<file path="config.mk">
export PLATFORM = sky130hd
export DESIGN_NAME = neuron_layer_seq_flat
export DESIGN_NICKNAME = d
export VERILOG_FILES = /design/src/rtl/neuron_layer_seq_if.sv /design/src/rtl/neuron_layer_seq.sv /design/src/flat_wrapper.sv
export SDC_FILE = /design/constraint.sdc
export NUM_CORES = 1
export LEC_CHECK = 0
export CAP_MARGIN = 20
export CORE_AREA = 2 2 202 204
export DETAILED_ROUTE_END_ITERATION = 12
export DIE_AREA = 0 0 204 206
export PLACE_DENSITY = 0.72
export SLEW_MARGIN = 20
export SYNTH_ARGS = -nofsm -noshare
export SYNTH_HDL_FRONTEND = slang
export SYNTH_SLANG_ARGS = --single-unit
export TNS_END_PERCENT = 100
</file>
<file path="constraint.sdc">
create_clock -name clk -period 3.07 [get_ports clk]
set_input_delay 0.4605 -clock clk [delete_from_list [all_inputs] [get_ports clk]]
set_output_delay 0.4605 -clock clk [all_outputs]
set_load 0.05 [all_outputs]
</file>
<file path="src/rtl/neuron_layer_seq_if.sv">
// Result stream from the layer sequencer to the next layer's input buffer.
// Latency: n/a, pure signal bundle.
// Backpressure: out_valid holds data/idx stable until out_ready is seen high.
interface neuron_layer_seq_if #(
    parameter int WIDTH = 32,
    parameter int IDX_W = 2
);
    logic                    out_valid;
    logic                    out_ready;
    logic signed [WIDTH-1:0] out_data;
    logic [IDX_W-1:0]        out_idx;

    modport master (
        output out_valid,
        output out_data,
        output out_idx,
        input  out_ready
    );

    modport slave (
        input  out_valid,
        input  out_data,
        input  out_idx,
        output out_ready
    );
endinterface

</file>
<file path="src/rtl/neuron_layer_seq.sv">
// Time-multiplexes one shared combinational 3-input neuron across N_NEURONS neurons of a layer.
// Latency: first result 4 cycles after start is accepted, then 4 cycles per neuron when unstalled.
// Backpressure: each cycle out_ready is low in OUT adds one cycle; no weight reads while stalled.
module neuron_layer_seq #(
    parameter int WIDTH     = 32,
    parameter int N_NEURONS = 4,
    parameter int IDX_W     = (N_NEURONS > 1) ? $clog2(N_NEURONS) : 1
) (
    input  logic                    clk,
    input  logic                    rst_n,
    input  logic                    start,
    input  logic signed [WIDTH-1:0] a_in_1,
    input  logic signed [WIDTH-1:0] a_in_2,
    input  logic signed [WIDTH-1:0] a_in_3,
    output logic                    busy,
    output logic                    done,
    output logic                    w_rd_en,
    output logic [IDX_W-1:0]        w_addr,
    input  logic [4*WIDTH-1:0]      w_data,
    output logic signed [WIDTH-1:0] n_a_1,
    output logic signed [WIDTH-1:0] n_a_2,
    output logic signed [WIDTH-1:0] n_a_3,
    output logic signed [WIDTH-1:0] n_w_1,
    output logic signed [WIDTH-1:0] n_w_2,
    output logic signed [WIDTH-1:0] n_w_3,
    output logic signed [WIDTH-1:0] n_b,
    input  logic signed [WIDTH-1:0] n_y,
    neuron_layer_seq_if.master      out_if
);

    typedef enum logic [2:0] {
        S_IDLE,
        S_FETCH,
        S_LOAD,
        S_EVAL,
        S_OUT,
        S_DONE
    } state_t;

    localparam logic [IDX_W-1:0] LAST_IDX = IDX_W'(N_NEURONS - 1);

    state_t                  state_q, state_d;
    logic [IDX_W-1:0]        idx_q, idx_d;
    // Activation vector latched on start; isolates the pass from later a_in_* changes.
    logic signed [WIDTH-1:0] act_1_q, act_1_d;
    logic signed [WIDTH-1:0] act_2_q, act_2_d;
    logic signed [WIDTH-1:0] act_3_q, act_3_d;
    logic signed [WIDTH-1:0] n_a_1_q, n_a_1_d;
    logic signed [WIDTH-1:0] n_a_2_q, n_a_2_d;
    logic signed [WIDTH-1:0] n_a_3_q, n_a_3_d;
    logic signed [WIDTH-1:0] n_w_1_q, n_w_1_d;
    logic signed [WIDTH-1:0] n_w_2_q, n_w_2_d;
    logic signed [WIDTH-1:0] n_w_3_q, n_w_3_d;
    logic signed [WIDTH-1:0] n_b_q, n_b_d;
    logic signed [WIDTH-1:0] out_data_q, out_data_d;
    logic [IDX_W-1:0]        out_idx_q, out_idx_d;

    // Next-state and datapath capture: each state owns exactly one register group.
    always_comb begin
        state_d    = state_q;
        idx_d      = idx_q;
        act_1_d    = act_1_q;
        act_2_d    = act_2_q;
        act_3_d    = act_3_q;
        n_a_1_d    = n_a_1_q;
        n_a_2_d    = n_a_2_q;
        n_a_3_d    = n_a_3_q;
        n_w_1_d    = n_w_1_q;
        n_w_2_d    = n_w_2_q;
        n_w_3_d    = n_w_3_q;
        n_b_d      = n_b_q;
        out_data_d = out_data_q;
        out_idx_d  = out_idx_q;
        case (state_q)
            S_IDLE: begin
                if (start) begin
                    act_1_d = a_in_1;
                    act_2_d = a_in_2;
                    act_3_d = a_in_3;
                    idx_d   = '0;
                    state_d = S_FETCH;
                end
            end
            S_FETCH: begin
                state_d = S_LOAD;
            end
            S_LOAD: begin
                // Read data arrives this cycle; layout is {b, w_3, w_2, w_1} MSB to LSB.
                n_w_1_d = w_data[WIDTH-1:0];
                n_w_2_d = w_data[2*WIDTH-1:WIDTH];
                n_w_3_d = w_data[3*WIDTH-1:2*WIDTH];
                n_b_d   = w_data[4*WIDTH-1:3*WIDTH];
                n_a_1_d = act_1_q;
                n_a_2_d = act_2_q;
                n_a_3_d = act_3_q;
                state_d = S_EVAL;
            end
            S_EVAL: begin
                // Operands have been stable a full cycle; the neuron output has settled.
                out_data_d = n_y;
                out_idx_d  = idx_q;
                state_d    = S_OUT;
            end
            S_OUT: begin
                if (out_if.out_ready) begin
                    if (idx_q == LAST_IDX) begin
                        state_d = S_DONE;
                    end else begin
                        idx_d   = idx_q + IDX_W'(1);
                        state_d = S_FETCH;
                    end
                end
            end
            S_DONE: begin
                state_d = S_IDLE;
            end
            default: begin
                state_d = S_IDLE;
            end
        endcase
    end

    // State and datapath registers with synchronous active-low reset.
    always_ff @(posedge clk) begin
        if (!rst_n) begin
            state_q    <= S_IDLE;
            idx_q      <= '0;
            act_1_q    <= '0;
            act_2_q    <= '0;
            act_3_q    <= '0;
            n_a_1_q    <= '0;
            n_a_2_q    <= '0;
            n_a_3_q    <= '0;
            n_w_1_q    <= '0;
            n_w_2_q    <= '0;
            n_w_3_q    <= '0;
            n_b_q      <= '0;
            out_data_q <= '0;
            out_idx_q  <= '0;
        end else begin
            state_q    <= state_d;
            idx_q      <= idx_d;
            act_1_q    <= act_1_d;
            act_2_q    <= act_2_d;
            act_3_q    <= act_3_d;
            n_a_1_q    <= n_a_1_d;
            n_a_2_q    <= n_a_2_d;
            n_a_3_q    <= n_a_3_d;
            n_w_1_q    <= n_w_1_d;
            n_w_2_q    <= n_w_2_d;
            n_w_3_q    <= n_w_3_d;
            n_b_q      <= n_b_d;
            out_data_q <= out_data_d;
            out_idx_q  <= out_idx_d;
        end
    end

    // Control outputs are pure state decodes so they are glitch-free and reset with the FSM.
    assign busy             = (state_q != S_IDLE);
    assign done             = (state_q == S_DONE);
    assign w_rd_en          = (state_q == S_FETCH);
    assign w_addr           = idx_q;
    assign out_if.out_valid = (state_q == S_OUT);
    assign out_if.out_data  = out_data_q;
    assign out_if.out_idx   = out_idx_q;
    assign n_a_1            = n_a_1_q;
    assign n_a_2            = n_a_2_q;
    assign n_a_3            = n_a_3_q;
    assign n_w_1            = n_w_1_q;
    assign n_w_2            = n_w_2_q;
    assign n_w_3            = n_w_3_q;
    assign n_b              = n_b_q;

endmodule
</file>
<file path="src/flat_wrapper.sv">
// flat-port wrapper written by rule: the top's interface ports become plain ports
module neuron_layer_seq_flat 
#(
    parameter int WIDTH     = 32,
    parameter int N_NEURONS = 4,
    parameter int IDX_W     = (N_NEURONS > 1) ? $clog2(N_NEURONS) : 1
)
  (clk, rst_n, start, a_in_1, a_in_2, a_in_3, busy, done, w_rd_en, w_addr, w_data, n_a_1, n_a_2, n_a_3, n_w_1, n_w_2, n_w_3, n_b, n_y, out_if_out_valid, out_if_out_data, out_if_out_idx, out_if_out_ready);
  neuron_layer_seq_if #(.WIDTH(WIDTH), .IDX_W(IDX_W)) out_if_i ();
  input  logic clk;
  input  logic rst_n;
  input  logic start;
  input  logic signed [WIDTH-1:0] a_in_1;
  input  logic signed [WIDTH-1:0] a_in_2;
  input  logic signed [WIDTH-1:0] a_in_3;
  output logic busy;
  output logic done;
  output logic w_rd_en;
  output logic [IDX_W-1:0] w_addr;
  input  logic [4*WIDTH-1:0] w_data;
  output logic signed [WIDTH-1:0] n_a_1;
  output logic signed [WIDTH-1:0] n_a_2;
  output logic signed [WIDTH-1:0] n_a_3;
  output logic signed [WIDTH-1:0] n_w_1;
  output logic signed [WIDTH-1:0] n_w_2;
  output logic signed [WIDTH-1:0] n_w_3;
  output logic signed [WIDTH-1:0] n_b;
  input  logic signed [WIDTH-1:0] n_y;
  output wire logic [$bits(out_if_i.out_valid)-1:0] out_if_out_valid;
  output wire logic [$bits(out_if_i.out_data)-1:0] out_if_out_data;
  output wire logic [$bits(out_if_i.out_idx)-1:0] out_if_out_idx;
  input wire logic [$bits(out_if_i.out_ready)-1:0] out_if_out_ready;
  assign out_if_out_valid = out_if_i.out_valid;
  assign out_if_out_data = out_if_i.out_data;
  assign out_if_out_idx = out_if_i.out_idx;
  assign out_if_i.out_ready = out_if_out_ready;
  neuron_layer_seq #(.WIDTH(WIDTH), .N_NEURONS(N_NEURONS), .IDX_W(IDX_W)) u_core (.clk(clk), .rst_n(rst_n), .start(start), .a_in_1(a_in_1), .a_in_2(a_in_2), .a_in_3(a_in_3), .busy(busy), .done(done), .w_rd_en(w_rd_en), .w_addr(w_addr), .w_data(w_data), .n_a_1(n_a_1), .n_a_2(n_a_2), .n_a_3(n_a_3), .n_w_1(n_w_1), .n_w_2(n_w_2), .n_w_3(n_w_3), .n_b(n_b), .n_y(n_y), .out_if(out_if_i));
endmodule
</file>
==> results.py, run 1 <==
metrics = {
    "clock_network": {
        "cts_made_buffers": 39,
        "root_buffer": "clkbuf_16",
        "htree_levels": 2,
        "cts.sinks": 359,
        "clock_latency_ns": 0.54,
        "clock_path_buffers": 3,
        "cts_hold_buf": 0,
        "cts.clk_slew.worst_paths_ns": 0.06,
        "cts_tree": "done",
    },
    "sta": {
        "finalCritPeriodShare_pct": 89.8,
        "worst_pin_slew_ns": 0.711,
        "relSlewSlack_pct": 52.5,
        "final.setup.tns_ns": 0,
        "period_needed_ns": 2.76,
        "fin_worst_skew_ns": 0.0163,
        "setup-violations-final": 0,
        "slew_viol_final": 0,
        "max_clock_freq_mhz": 363,
        "hold_viol": 0,
        "worst_slack_ns": 0.314,
        "rsz0062_at_grt": "false",
    },
    "finish": {
        "final_common_cell": "nand2_1",
        "syn_to_final_growth_pct": 56.7,
        "nNetsFinal": 2299,
        "layout_common_cells": "nand2_1 (709), clkdlybuf4s50_1 (523), dfxtp_1 (358)",
        "fin_util_pct": 48.4,
        "drive_gt1_share_pct": 4.50,
    },
    "worst_setup_path": {
        "critPathMaxStageDelay_ns": 0.84,
        "path_cells": "nor3b_1 -> clkdlybuf4s50_1",
        "cp.required_ns": 2.61,
        "end_kind": "primary output",
        "cp_slowest_cell": "clkdlybuf4s50_1",
        "worstPathArrival_ns": 2.30,
        "worstSetupPathType": "register to primary output",
        "cp_max_fo": 14,
        "crit_path_start_kind": "register",
    },
    "global_routing": {
        "use_met3_pct": 7.10,
        "grt.busiest_layer": "met2",
        "grt_first_pass_wirelength_um": 61300,
        "grt.total_usage_pct": 18.4,
        "antenna_found_initial": 11,
        "gr-total-overflow": 0,
        "grt_pass1_vias": 11400,
        "grt.met2_usage_pct": 30.7,
        "grt_max_degree": 121,
        "gr-usage-met1_pct": 20.2,
    },
    "yosys": {
        "synth_cell_types": 29,
        "yosysTopAreaCell": "dfxtp_1",
        "netlist_area_sq_um": 12400,
        "avgSynthCellArea_sq_um": 7.88,
        "ys_ff_latch": 359,
        "ys_warn_count": 0,
        "syn-instance-count": 1575,
        "yosys-top-cells-area": "dfxtp_1 (58%), nand2_1 (21%), a21oi_1 (14%), clkbuf_1 (2.0%), buf_2 (1.9%)",
        "syn-num-nets": 1836,
        "synth_seq_area_share_pct": 57.9,
        "synth_top_area_share_pct": 57.9,
    },
    "floorplan": {
        "ios": 524,
        "dieArea_sq_um": 42000,
        "floorplan.initialDensity_pct": 30.9,
        "core-area_sq_um": 40200,
        "chipHeight_um": 206,
        "die_w_um": 204,
        "num_rows": 74,
    },
    "routing": {
        "wl_um": 40900,
        "wire_per_inst_um": 15.7,
        "drc": 0,
        "antenna_left": 0,
        "via_per_inst": 4.65,
        "via_count": 12100,
        "dr.pass1.iters": 5,
        "drt_iter0_markers": 760,
    },
    "min_path": {
        "hold_class": "register to register",
    },
    "placed_design": {
        "dp_hpwl_um": 28100,
        "place_ws_ns": 0.695,
        "port_buffers": 523,
        "place_congestion": 0.830,
    },
    "power": {
        "power_density_nw_per_um2": 623,
        "p_leak_nw": 6.71,
        "ir_drop_mv": 0.422,
        "p_total_w": 0.0121,
    },
    "status": {
        "status": "complete, no violations",
    },
    "job": {
        "drv_cap": 0,
    },
}
logic make-up (layout without fill, tap and decap cells):
group                      after synthesis  after routing  share of synthesized area [%]
xor gates and xnor gates                 1              1                         0.0706
and+or+nand+nor                        730            730                           22.7
AOI/OAI and AO/OA                      361            361                           14.6
buffers and inverters                  123            615                           4.60
DFF                                    359            359                           57.9
other                                    0             11                              0
adders and majority gates                1              1                          0.101
critical path: cells and delay by family, from the launching register on:
kind | cells | cell delay (ns)
flops | 1 | 0.64
buf+inv | 1 | 0.84
simple gates | 1 | 0.28
cell usage after synthesis:
cell type / n
inv_1: 1
or3b_1: 1
inv_2: 1
nand4b_1: 1
a31oi_1: 2
buf_4: 1
o21ai_0: 1
a21oi_1: 355
dfxtp_1: 359
buf_2: 48
and3b_1: 1
nor4b_4: 1
nor3_1: 3
buf_6: 6
o31ai_1: 1
clkbuf_1: 66
or4b_1: 1
nand2_1: 709
xnor2_1: 1
nor3b_1: 3
nand4_1: 1
o211ai_1: 1
nand3b_1: 1
nand3_1: 2
nor2b_1: 1
nand2b_1: 3
nor2_1: 2
ha_1: 1
a2111oi_0: 1
report_power, final:
part           switching (W)  internal (W)  leakage (nW)
clock                0.00190       0.00298         0.677
combinational        0.00135      0.000804          3.12
sequential          0.000148       0.00493          2.92
total                0.00340       0.00871          6.71
timing repair:
action | CTS | global route
buffers inserted | 0 | 0
gates resized for setup | 0 | 1
setup endpoints to repair | 0 | 2
hold endpoints to repair | 0 | 0
worst paths after layout:
path	start	endpoint	cells past startpoint	slack, ns
max	u_core.state_q[0]	done	2	0.31
min	u_core.act_2_q[29]	u_core.n_a_2[29]	2	0.45
max reg2reg	u_core.state_q[0]	u_core.n_w_1[14]	4	0.92
min reg2reg	u_core.act_2_q[29]	u_core.n_a_2[29]	2	0.45
cell type report:
class                   instances  area [sq um]
multi-input cells            1093          4670
clock buffers                  56          1200
fillers                      3797         20700
repair buffers                543          5520
well taps                     532           666
diodes                         11          27.5
flip-flops and latches        359          7190
clock inverters                14           159
inverters                       2          15.0
metal layers:
layer | up-vias | share of wire (%) | routed length (um)
li1 | 5996 | - | -
met1 | 5603 | 38 | 15400
met2 | 447 | 48 | 19800
met3 | 87 | 10 | 4150
met4 | 0 | 3.8 | 1550
met5 | - | 0 | 0
through the flow:
| stage | hold WS [ns] | std cells | instance area (sq um) |
|---|---|---|---|
| floorplan | 0.432 | 1575 | 12400 |
| global placement | 0.436 | 2529 | 18100 |
| detailed placement | 0.441 | 2529 | 18100 |
| CTS | 0.425 | 2599 | 19400 |
| global route | 0.443 | 2609 | 19400 |
| finish | 0.450 | 2610 | 19400 |
(Power assumes the default switching activity.)
==> inputs of run 2 (changes only) <==
--- a/config.mk
+++ b/config.mk
@@ -7,9 +7,11 @@
 export LEC_CHECK = 0
 export CAP_MARGIN = 20
 export CORE_AREA = 2 2 202 204
+export CTS_CLUSTER_SIZE = 20
 export DETAILED_ROUTE_END_ITERATION = 12
 export DIE_AREA = 0 0 204 206
 export PLACE_DENSITY = 0.72
+export SKIP_CTS_REPAIR_TIMING = 1
 export SLEW_MARGIN = 20
 export SYNTH_ARGS = -nofsm -noshare
 export SYNTH_HDL_FRONTEND = slang
==> results.py, run 2 (same netlist as run 1, synthesis figures left out) <==
metrics = {
    "status": {
        "status": "complete, no violations",
    },
    "worst_setup_path": {
        "ff2ff_path_depth": 4,
        "crit_family": "buffers and inverters",
        "path_cells": "nor3b_1 -> clkdlybuf4s50_1",
        "end_kind": "primary output",
        "r2r_start": "u_core.state_q[0]",
        "worst_r2r_endpoint": "u_core.n_w_1[14]",
        "worst-path-buf-inv": 1,
        "cp.required_ns": 2.61,
        "reg2reg_setup_slack_ns": 0.93,
        "worstPathArrival_ns": 2.29,
        "critPathMaxStageDelay_ns": 0.84,
        "crit_path_start_kind": "register",
        "cp_slowest_cell": "clkdlybuf4s50_1",
        "cp_max_fo": 14,
        "worstSetupPathType": "register to primary output",
    },
    "power": {
        "clockPowerShare_pct": 40.3,
        "internal_power_w": 0.00871,
        "p_seq_share_pct": 41.9,
        "p_comb_share_pct": 17.8,
        "switching_share_pct": 28.1,
        "p_leak_nw": 6.71,
        "net-switching-power_w": 0.00340,
        "power_density_nw_per_um2": 623,
        "ir_drop_mv": 0.422,
    },
    "sta": {
        "slew_viol_final": 0,
        "worst_slack_ns": 0.317,
        "hold_viol": 0,
        "fin_worst_skew_ns": 0.0163,
        "setup-violations-final": 0,
        "relSlewSlack_pct": 52.5,
        "rsz0062_at_grt": "false",
        "period_needed_ns": 2.75,
        "worst_pin_slew_ns": 0.710,
        "max_clock_freq_mhz": 363,
        "final.setup.tns_ns": 0,
        "finalCritPeriodShare_pct": 89.7,
    },
    "floorplan": {
        "core-area_sq_um": 40200,
        "ios": 524,
        "num_rows": 74,
        "chipHeight_um": 206,
        "dieArea_sq_um": 42000,
        "die_w_um": 204,
        "floorplan.initialDensity_pct": 30.9,
    },
    "min_path": {
        "holdPathEnd": "u_core.n_w_2[30]",
        "hold_class": "register to register",
        "holdCritStartpoint": "u_core.n_w_2[30]",
        "min_delay_path_depth": 2,
    },
    "clock_network": {
        "cts_tree": "done",
        "cts.clk_slew.worst_paths_ns": 0.06,
        "clock_latency_ns": 0.54,
        "cts_made_buffers": 39,
        "clock_path_buffers": 3,
        "cts.sinks": 359,
        "htree_levels": 2,
        "root_buffer": "clkbuf_16",
    },
    "finish": {
        "fin_util_pct": 48.4,
        "syn_to_final_growth_pct": 56.7,
        "layout_common_cells": "nand2_1 (709), clkdlybuf4s50_1 (523), dfxtp_1 (358)",
        "nNetsFinal": 2299,
        "fillCellCount": 3797,
        "final_common_cell": "nand2_1",
        "drive_gt1_share_pct": 4.50,
        "fin_area_sq_um": 19400,
    },
    "placed_design": {
        "dp_hpwl_um": 28100,
        "port_buffers": 523,
        "place_congestion": 0.830,
        "placed_area_sq_um": 18100,
        "place_ws_ns": 0.695,
    },
    "global_routing": {
        "grt_first_pass_wirelength_um": 61300,
        "gr-total-overflow": 0,
        "grt_pass1_vias": 11400,
        "grt.total_usage_pct": 18.4,
        "grt_max_degree": 121,
        "antenna_found_initial": 11,
    },
    "routing": {
        "via_count": 12100,
        "drt_iter0_markers": 769,
        "wire_per_inst_um": 15.7,
        "wl_um": 40900,
        "antenna_left": 0,
        "drc": 0,
        "dr.pass1.iters": 5,
        "via_per_inst": 4.65,
    },
    "job": {
        "drv_cap": 0,
    },
}
[run 2: metal layers]
layer / GRT usage [%] / vias up / part of all wire (%)
met5: 0 / - / 0
met4: 9.91 / 0 / 4.0
met3: 7.10 / 95 / 10
met2: 30.7 / 455 / 48
met1: 20.2 / 5598 / 37
li1: - / 5994 / -
[run 2: through the flow]
step | hold WS [ns] | total power (W) | cells
after floorplan | 0.432 | 0.00644 | 1575
after global placement | 0.436 | 0.00730 | 2529
after detailed placement | 0.441 | 0.00734 | 2529
after CTS | 0.425 | 0.0123 | 2599
after global routing | 0.443 | 0.0126 | 2609
final | 0.451 | 0.0121 | 2610
[run 2: cell type report]
type,count,area [sq um],area share (%)
flip-flops and latches,359,7190,37.0
repair buffers,543,5520,28.4
multi-input cells,1093,4670,24.0
clock buffers,56,1200,6.18
well taps,532,666,3.42
clock inverters,14,159,0.817
diodes,11,27.5,0.142
inverters,2,15.0,0.0772
[run 2: power groups by stage]
stage / Combinational [W] / Sequential (W) / Clock, W
6_report: 0.00215 / 0.00508 / 0.00488
5_1_grt: 0.00230 / 0.00511 / 0.00521
4_1_cts: 0.00217 / 0.00508 / 0.00503
3_5_place_dp: 0.00216 / 0.00518 / 0
3_3_place_gp: 0.00213 / 0.00517 / 0
2_1_floorplan: 0.000736 / 0.00571 / 0
[run 2: how the worst max path moves through the flow]
| stage | startpoint | end | slack, ns | cells after the start |
|---|---|---|---|---|
| after floorplan | u_core.state_q[2] | done | 0.62 | 4 |
| after global placement | u_core.state_q[2] | done | 0.72 | 3 |
| after detailed placement | u_core.state_q[2] | done | 0.69 | 3 |
| after CTS | u_core.state_q[2] | done | 0.08 | 3 |
| after global routing | u_core.state_q[1] | busy | 0.19 | 3 |
| final | u_core.state_q[0] | done | 0.32 | 2 |
[run 2: worst register-to-register path, stage by stage, from the launching register on]
cell	delay [ns]
dfxtp_1	0.64
or3b_4	0.57
buf_4	0.54
nand2_1	0.15
a21oi_1	0.17
